**config.mk**
```make
export PLATFORM = sky130hd
export DESIGN_NAME = multicycle_main_fsm_flat
export DESIGN_NICKNAME = d
export VERILOG_FILES = /design/src/rtl/ctrl_pkg.sv /design/src/rtl/multicycle_main_fsm_if.sv /design/src/rtl/mem_timeout_cnt.sv /design/src/rtl/multicycle_main_fsm.sv /design/src/flat_wrapper.sv
export SDC_FILE = /design/constraint.sdc
export NUM_CORES = 1
export LEC_CHECK = 0
export CAP_MARGIN = 20
export CORE_AREA = 8 8 52 54
export DETAILED_ROUTE_END_ITERATION = 10
export DIE_AREA = 0 0 60 62
export PLACE_DENSITY = 0.83
export SLEW_MARGIN = 40
export SYNTH_ARGS = -nofsm -noshare
export SYNTH_HDL_FRONTEND = slang
export SYNTH_HIERARCHICAL = 1
export SYNTH_SLANG_ARGS = --single-unit
```
**constraint.sdc**
```tcl
create_clock -name clk -period 2.48 [get_ports clk]
set_clock_uncertainty 0.15 [all_clocks]
set_input_delay 0.496 -clock clk [delete_from_list [all_inputs] [get_ports clk]]
set_output_delay 0.496 -clock clk [all_outputs]
set_load 0.03 [all_outputs]
```
**src/rtl/ctrl_pkg.sv**
```systemverilog
// ctrl_pkg: shared control encodings, FSM states and opcode classification for the multicycle core.
package ctrl_pkg;
  typedef enum logic [3:0] {
    S_FETCH, S_DECODE, S_EXEC_R, S_EXEC_I, S_MEMADR, S_MEMRD,
    S_MEMWB, S_MEMWR, S_ALUWB, S_BRANCH, S_ERR
`ifdef MAIN_FSM_ILLEGAL_TRAP_EN
    , S_TRAP
`endif
  } main_state_t;
  typedef enum logic [2:0] {
    CLS_ALU_R, CLS_ALU_I, CLS_LOAD, CLS_STORE, CLS_CMP_I, CLS_BRANCH, CLS_ILLEGAL
  } op_class_t;
  localparam logic [1:0] SRCA_REG   = 2'b00;
  localparam logic [1:0] SRCA_PC    = 2'b01;
  localparam logic [1:0] SRCA_OLDPC = 2'b10;
  localparam logic [1:0] SRCB_REG   = 2'b00;
  localparam logic [1:0] SRCB_IMM   = 2'b01;
  localparam logic [1:0] SRCB_FOUR  = 2'b10;
  localparam logic [1:0] IMM_DATA   = 2'b00;
  localparam logic [1:0] IMM_MEM    = 2'b01;
  localparam logic [1:0] IMM_BR     = 2'b10;
  localparam logic [1:0] ALU_ADD    = 2'b00;
  localparam logic [1:0] ALU_SUB    = 2'b01;
  localparam logic [1:0] ALU_FUNCT  = 2'b10;
  localparam logic [1:0] RES_ALUREG = 2'b00;
  localparam logic [1:0] RES_MEM    = 2'b01;
  localparam logic [1:0] RES_ALU    = 2'b10;
  function automatic op_class_t op_class(input logic [3:0] op);
    return op <= 4'd6  ? CLS_ALU_R :
           op <= 4'd8  ? CLS_ALU_I :
           op == 4'd9  ? CLS_LOAD  :
           op == 4'd10 ? CLS_STORE :
           op == 4'd11 ? CLS_CMP_I :
           op <= 4'd13 ? CLS_BRANCH : CLS_ILLEGAL;
  endfunction
endpackage

```
**src/rtl/multicycle_main_fsm_if.sv**
```systemverilog
// multicycle_main_fsm_if: opcode/memory handshake inputs and datapath control outputs of the main FSM.
interface multicycle_main_fsm_if #(parameter int OP_W = 4);
  logic [OP_W-1:0] op;
  logic mem_ready, mem_req, adr_src, ir_write, pc_write, branch, reg_write, mem_write;
  logic [1:0] alu_src_a, alu_src_b, imm_src, alu_op, result_src;
  logic instr_done, bus_err;
`ifdef MAIN_FSM_ILLEGAL_TRAP_EN
  logic illegal_op;
`endif
  modport master(
    input op, mem_ready,
    output mem_req, adr_src, ir_write, pc_write, branch, reg_write, mem_write,
    alu_src_a, alu_src_b, imm_src, alu_op, result_src, instr_done, bus_err
`ifdef MAIN_FSM_ILLEGAL_TRAP_EN
    , illegal_op
`endif
  );
  modport slave(
    output op, mem_ready,
    input mem_req, adr_src, ir_write, pc_write, branch, reg_write, mem_write,
    alu_src_a, alu_src_b, imm_src, alu_op, result_src, instr_done, bus_err
`ifdef MAIN_FSM_ILLEGAL_TRAP_EN
    , illegal_op
`endif
  );
endinterface

```
**src/rtl/mem_timeout_cnt.sv**
```systemverilog
// mem_timeout_cnt: counts consecutive not-ready wait cycles; expire flags the MEM_TIMEOUT-th one.
module mem_timeout_cnt #(parameter int MEM_TIMEOUT = 15) (
  input  logic clk,
  input  logic reset,
  input  logic run,
  output logic expire
);
  localparam int W = $clog2(MEM_TIMEOUT + 1);
  logic [W-1:0] cnt;
  always_ff @(posedge clk)
    cnt <= (reset || !run) ? '0 : cnt + 1'b1;
  assign expire = run && cnt == W'(MEM_TIMEOUT - 1);
endmodule

```
**src/rtl/multicycle_main_fsm.sv**
```systemverilog
// multicycle_main_fsm: Moore main control FSM with memory handshake and timeout watchdog.
// MAIN_FSM_ILLEGAL_TRAP_EN: illegal opcodes enter a sticky TRAP state and raise illegal_op.
module multicycle_main_fsm
  import ctrl_pkg::*;
#(
  parameter int OP_W        = 4,
  parameter int MEM_TIMEOUT = 15
) (
  input logic clk,
  input logic reset,
  multicycle_main_fsm_if.master bus
);
`ifdef MAIN_FSM_ILLEGAL_TRAP_EN
  localparam main_state_t ILL_NEXT = S_TRAP;
`else
  localparam main_state_t ILL_NEXT = S_FETCH;
`endif
  main_state_t state, state_next;
  op_class_t cls;
  logic cmp_q, run, expire;
  assign cls = (bus.op >> 4) != '0 ? CLS_ILLEGAL : op_class(bus.op[3:0]);
  assign run = (state == S_FETCH || state == S_MEMRD || state == S_MEMWR) && !bus.mem_ready;
  mem_timeout_cnt #(.MEM_TIMEOUT(MEM_TIMEOUT)) u_timeout (
    .clk(clk), .reset(reset), .run(run), .expire(expire)
  );
  // CMP_I is remembered at DECODE so EXEC_I never needs to look at op again
  always_ff @(posedge clk) begin
    state <= reset ? S_FETCH : state_next;
    cmp_q <= reset ? 1'b0 : state == S_DECODE ? cls == CLS_CMP_I : cmp_q;
  end
  always_comb begin
    state_next = state;
    if (expire) state_next = S_ERR;
    else
      case (state)
        S_FETCH:  state_next = bus.mem_ready ? S_DECODE : S_FETCH;
        S_DECODE: state_next = cls == CLS_ALU_R ? S_EXEC_R :
                               (cls == CLS_ALU_I || cls == CLS_CMP_I) ? S_EXEC_I :
                               (cls == CLS_LOAD || cls == CLS_STORE) ? S_MEMADR :
                               cls == CLS_BRANCH ? S_BRANCH : ILL_NEXT;
        S_EXEC_R: state_next = S_ALUWB;
        S_EXEC_I: state_next = cmp_q ? S_FETCH : S_ALUWB;
        S_MEMADR: state_next = cls == CLS_LOAD ? S_MEMRD : S_MEMWR;
        S_MEMRD:  state_next = bus.mem_ready ? S_MEMWB : S_MEMRD;
        S_MEMWR:  state_next = bus.mem_ready ? S_FETCH : S_MEMWR;
        S_MEMWB, S_ALUWB, S_BRANCH: state_next = S_FETCH;
        default:  state_next = state;
      endcase
  end
  always_comb begin
    bus.mem_req    = 1'b0;
    bus.adr_src    = 1'b0;
    bus.ir_write   = 1'b0;
    bus.pc_write   = 1'b0;
    bus.branch     = 1'b0;
    bus.reg_write  = 1'b0;
    bus.mem_write  = 1'b0;
    bus.alu_src_a  = SRCA_REG;
    bus.alu_src_b  = SRCB_REG;
    bus.imm_src    = IMM_DATA;
    bus.alu_op     = ALU_ADD;
    bus.result_src = RES_ALUREG;
    bus.instr_done = 1'b0;
    bus.bus_err    = 1'b0;
`ifdef MAIN_FSM_ILLEGAL_TRAP_EN
    bus.illegal_op = 1'b0;
`endif
    if (!reset)
      case (state)
        S_FETCH: begin
          bus.mem_req   = 1'b1;
          bus.alu_src_a = SRCA_PC;
          bus.alu_src_b = SRCB_FOUR;
          bus.ir_write  = bus.mem_ready;
          bus.pc_write  = bus.mem_ready;
        end
        S_DECODE: begin
          bus.alu_src_a = SRCA_OLDPC;
          bus.alu_src_b = SRCB_IMM;
          bus.imm_src   = IMM_BR;
        end
        S_EXEC_R: bus.alu_op = ALU_FUNCT;
        S_EXEC_I: begin
          bus.alu_src_b  = SRCB_IMM;
          bus.alu_op     = cmp_q ? ALU_SUB : ALU_FUNCT;
          bus.instr_done = cmp_q;
        end
        S_ALUWB: begin
          bus.reg_write  = 1'b1;
          bus.instr_done = 1'b1;
        end
        S_MEMADR: begin
          bus.alu_src_b = SRCB_IMM;
          bus.imm_src   = IMM_MEM;
        end
        S_MEMRD: begin
          bus.mem_req = 1'b1;
          bus.adr_src = 1'b1;
        end
        S_MEMWB: begin
          bus.reg_write  = 1'b1;
          bus.result_src = RES_MEM;
          bus.instr_done = 1'b1;
        end
        S_MEMWR: begin
          bus.mem_req    = 1'b1;
          bus.mem_write  = 1'b1;
          bus.adr_src    = 1'b1;
          bus.instr_done = bus.mem_ready;
        end
        S_BRANCH: begin
          bus.alu_op     = ALU_SUB;
          bus.result_src = RES_ALU;
          bus.branch     = 1'b1;
          bus.instr_done = 1'b1;
        end
        S_ERR: bus.bus_err = 1'b1;
`ifdef MAIN_FSM_ILLEGAL_TRAP_EN
        S_TRAP: bus.illegal_op = 1'b1;
`endif
        default: ;
      endcase
  end
endmodule

```
**src/flat_wrapper.sv**
```systemverilog
// flat-port wrapper written by rule: the top's interface ports become plain ports
module multicycle_main_fsm_flat import ctrl_pkg::*;
#(
  parameter int OP_W        = 4,
  parameter int MEM_TIMEOUT = 15
)
  (clk, reset, bus_op, bus_mem_ready, bus_mem_req, bus_adr_src, bus_ir_write, bus_pc_write, bus_branch, bus_reg_write, bus_mem_write, bus_alu_src_a, bus_alu_src_b, bus_imm_src, bus_alu_op, bus_result_src, bus_instr_done, bus_bus_err);
  multicycle_main_fsm_if #(.OP_W(OP_W)) bus_i ();
  input logic clk;
  input logic reset;
  input wire logic [$bits(bus_i.op)-1:0] bus_op;
  input wire logic [$bits(bus_i.mem_ready)-1:0] bus_mem_ready;
  output wire logic [$bits(bus_i.mem_req)-1:0] bus_mem_req;
  output wire logic [$bits(bus_i.adr_src)-1:0] bus_adr_src;
  output wire logic [$bits(bus_i.ir_write)-1:0] bus_ir_write;
  output wire logic [$bits(bus_i.pc_write)-1:0] bus_pc_write;
  output wire logic [$bits(bus_i.branch)-1:0] bus_branch;
  output wire logic [$bits(bus_i.reg_write)-1:0] bus_reg_write;
  output wire logic [$bits(bus_i.mem_write)-1:0] bus_mem_write;
  output wire logic [$bits(bus_i.alu_src_a)-1:0] bus_alu_src_a;
  output wire logic [$bits(bus_i.alu_src_b)-1:0] bus_alu_src_b;
  output wire logic [$bits(bus_i.imm_src)-1:0] bus_imm_src;
  output wire logic [$bits(bus_i.alu_op)-1:0] bus_alu_op;
  output wire logic [$bits(bus_i.result_src)-1:0] bus_result_src;
  output wire logic [$bits(bus_i.instr_done)-1:0] bus_instr_done;
  output wire logic [$bits(bus_i.bus_err)-1:0] bus_bus_err;
  assign bus_i.op = bus_op;
  assign bus_i.mem_ready = bus_mem_ready;
  assign bus_mem_req = bus_i.mem_req;
  assign bus_adr_src = bus_i.adr_src;
  assign bus_ir_write = bus_i.ir_write;
  assign bus_pc_write = bus_i.pc_write;
  assign bus_branch = bus_i.branch;
  assign bus_reg_write = bus_i.reg_write;
  assign bus_mem_write = bus_i.mem_write;
  assign bus_alu_src_a = bus_i.alu_src_a;
  assign bus_alu_src_b = bus_i.alu_src_b;
  assign bus_imm_src = bus_i.imm_src;
  assign bus_alu_op = bus_i.alu_op;
  assign bus_result_src = bus_i.result_src;
  assign bus_instr_done = bus_i.instr_done;
  assign bus_bus_err = bus_i.bus_err;
  multicycle_main_fsm #(.OP_W(OP_W), .MEM_TIMEOUT(MEM_TIMEOUT)) u_core (.clk(clk), .reset(reset), .bus(bus_i));
endmodule
```
==> out/qor.log <==
[setup_path] top cell family by delay on the critical path buffers and inverters
[yosys] cell accounting for the most synthesized area dfxtp_1
[global_route] global route total overflow 0
[pwr] switching part of the total 41.2%
[clocking] TritonCTS clock tree built
[yosys] proportion of netlist area held by the largest area contributor 22.5%
[setup_path] Buf+Inv Stages, Crit Path 2
[routing] remaining antenna violation count after routing 0
[setup_path] Critical Path Source Type primary input
[yosys] net count of the mapped netlist 117
[clocking] Clock transition at path regs 70 ps
[cells_and_area] Non-Filler Cell Area, Final 1070 µm²
[sta] slack of the critical path 149 ps
[sta] shortest clock period the worst path allows after layout 2330 ps
[global_route] first-pass GRT wire length 3.56 mm
[pwr] power share of the clock group 20.8%
[pwr] relative contribution of sequential cells to total power 33.1%
[global_route] number of antenna violations at the first check in global routing 0
[yosys] number of distinct library cells after synthesis 44
[clocking] hold buffer count at CTS 0
[yosys] Post-synth ARST share 0%
[setup_path] Required @ worst endpoint 1830 ps
[sta] tightest slew margin relative to the limit 71.7%
[clocking] clock network latency to the later pin of the worst-skew pair 260 ps
[die] DIE WIDTH 60 µm
[placement] total cell area at the placement stage 1040 µm²
[clocking] clock root buffer clkbuf_4
[cells_and_area] total of fill cells in the finished design 179
[die] I/O pin cnt 26
[yosys] portion of the post-synthesis area used by sequential elements 22.5%
[pwr] relative contribution of combinational cells to total power 46.1%
[clocking] cts bufs inserted 3
[setup_path] largest fanout on the critical path 4
[pwr] peak supply drop 0.345 mV
[sta] Sum Neg Setup Slack 0 ps
[yosys] register bit total from synthesis 9
[setup_path] Max stage delay on crit path 450 ps
[sta] Final Max Tran Viols 0
[sta] endpoints failing hold 0
[pwr] internal power of the cells 0.323 mW
[placement] dpl hpwl 1.77 mm
[placement] global placement routability congestion 0.849
[placement] setup slack after placement 165 ps
[clocking] number of setup buffers added after CTS 0
[sta] slew of the pin with the lowest slew margin 421 ps
[setup_path] cell chain of the critical path clkdlybuf4s50_1, nand2b_1, a22o_1, a21oi_1, nor2_1, buf_4
[routing] Final Routed Wirelength 2.27 mm
[routing] per-cell routed wire length 14.0 µm
[clocking] H-tree levels 1
[clocking] clock buffer depth 2
[routing] vias 846
[sta] count of endpoints failing setup in the final report 0
[routing] post-DR vias/cell 5.22
[yosys] Cell Area, Synth 800 µm²
[setup_path] classification of the worst setup path in -> out
[setup_path] CP Capture Type output port
[setup_path] Crit-path slowest cell clkdlybuf4s50_1
[die] area of the core 1900 µm²
[clocking] clock tree sinks 9
[sta] share of the clock period used by the worst path 94.0%
[global_route] number of global-route vias before repair 822
[sta] max frequency 429 MHz
[pwr] power dissipated by switching net loads 0.227 mW
[die] vertical die dimension 62 µm
[cells_and_area] number of non-filler instances in the completed layout 162
[pwr] PD cells 515 nW/µm²
[pwr] static leakage 0.446 nW
[hold_path] worst hold path type reg -> reg
[job] Max-cap violations 0
[cells_and_area] share of layout cells above drive strength 1 25.9%
[yosys] Yosys warnings 6
[cells_and_area] number of antenna diodes 0
[global_route] largest net degree at the start of global routing 16
[yosys] synthesized area per cell 7.40 µm²
[placement] number of port buffers 25
[global_route] GR Util All Layers 12.4%
[routing] drt initial violations 22
[die] initial core utilization 42.0%
[routing] Pre-antenna DRT Iters 4
[placement] Placed Cells incl. Taps 158
[yosys] biggest area contributors in the synthesized netlist dfxtp_1 (23%), a21oi_1 (6.9%), nor2_1 (5.2%), nor3_1 (5.0%), nand2b_1 (3.9%)
[status] status complete, no violations
[cells_and_area] Final Net Count 145
[yosys] most used standard cells in the synthesized netlist a21oi_1 (11), nor2_1 (11), dfxtp_1 (9)
[yosys] Post-synth EDFFs 0
[yosys] number of instances in the synthesized netlist 108
[die] floorplan row count 16
[yosys] primary flip-flop cell chosen by synthesis mapping dfxtp_1
[setup_path] worst path arrival time 1690 ps
[sta] RSZ-0062 raised after global routing false
[routing] residual DRC count 0
[cells_and_area] synthesis-to-finish area growth 33.5%
[die] Die Outline Area 3720 µm²
## final timing paths
path	start	slack (ps)	cells after the start	to
max reg2reg	u_core/state[0]	300	7	u_core/state[1]
min reg2reg	u_core/u_timeout/cnt[0]	330	1	u_core/u_timeout/cnt[0]
max	bus_mem_ready	150	6	bus_instr_done
min	u_core/u_timeout/cnt[0]	330	1	u_core/u_timeout/cnt[0]
## metal layers
layer	wire length, µm	up-vias	global-route usage (%)
li1	-	435	-
met1	948	382	13.0
met2	1140	29	22.9
met3	180	0	3.91
met4	0	0	4.08
met5	0	-	0
## cells in the final DEF, fill, tap and decap left out, types with 5 or more instances in the layout
| master | instances |
|---|---|
| inv_1 | 6 |
| a21oi_1 | 11 |
| nand2b_1 | 5 |
| clkdlybuf4s50_1 | 6 |
| nor2_1 | 11 |
| nor3_1 | 8 |
| buf_4 | 26 |
| nand2_1 | 6 |
| dfxtp_1 | 9 |
## cell type report
cell class                      count  area (µm²)  area share, %
Clock buffer                        3        22.5           2.11
Sequential cell                     9         180           16.9
Clock inverter                      1        5.00          0.469
Inverter                            6        22.5           2.11
Multi-Input combinational cell     84         548           51.3
Tap cell                           27        33.8           3.17
Timing Repair Buffer               32         255           23.9
## registers in the layout, summed over array words and instances (netlist names)
name                  count
u_core/u_timeout/cnt      4
u_core/cmp_q              1
u_core/state              4
## stage by stage
step / power, mW / hold slack (ps) / util, %
2_1_floorplan: 0.349 / 280 / -
3_3_place_gp: 0.431 / 291 / 54.5
3_5_place_dp: 0.436 / 312 / 54.5
4_1_cts: 0.554 / 331 / 56.0
5_1_grt: 0.587 / 370 / 56.1
6_report: 0.550 / 327 / 56.1
## logic make-up after synthesis
| logic type | Yosys count | synth area share (%) |
|---|---|---|
| simple gates | 50 | 37.1 |
| compound gates | 27 | 22.4 |
| buf+inv | 15 | 9.23 |
| flops | 9 | 22.5 |
| xor+xnor | 4 | 4.38 |
| fa+ha+maj | 2 | 3.13 |
| mux | 1 | 1.25 |
## power by group through the flow
stage,registers (mW),logic [mW],clock network (mW)
6_report,0.182,0.254,0.114
5_1_grt,0.184,0.274,0.129
4_1_cts,0.181,0.254,0.120
3_5_place_dp,0.184,0.252,0
3_3_place_gp,0.184,0.247,0
2_1_floorplan,0.169,0.180,0
## timing repair
item | CTS | global route
resized for setup | 0 | 1
hold endpoints to repair | 0 | 0
setup endpoints to repair | 0 | 1
(Power assumes the default switching activity.)
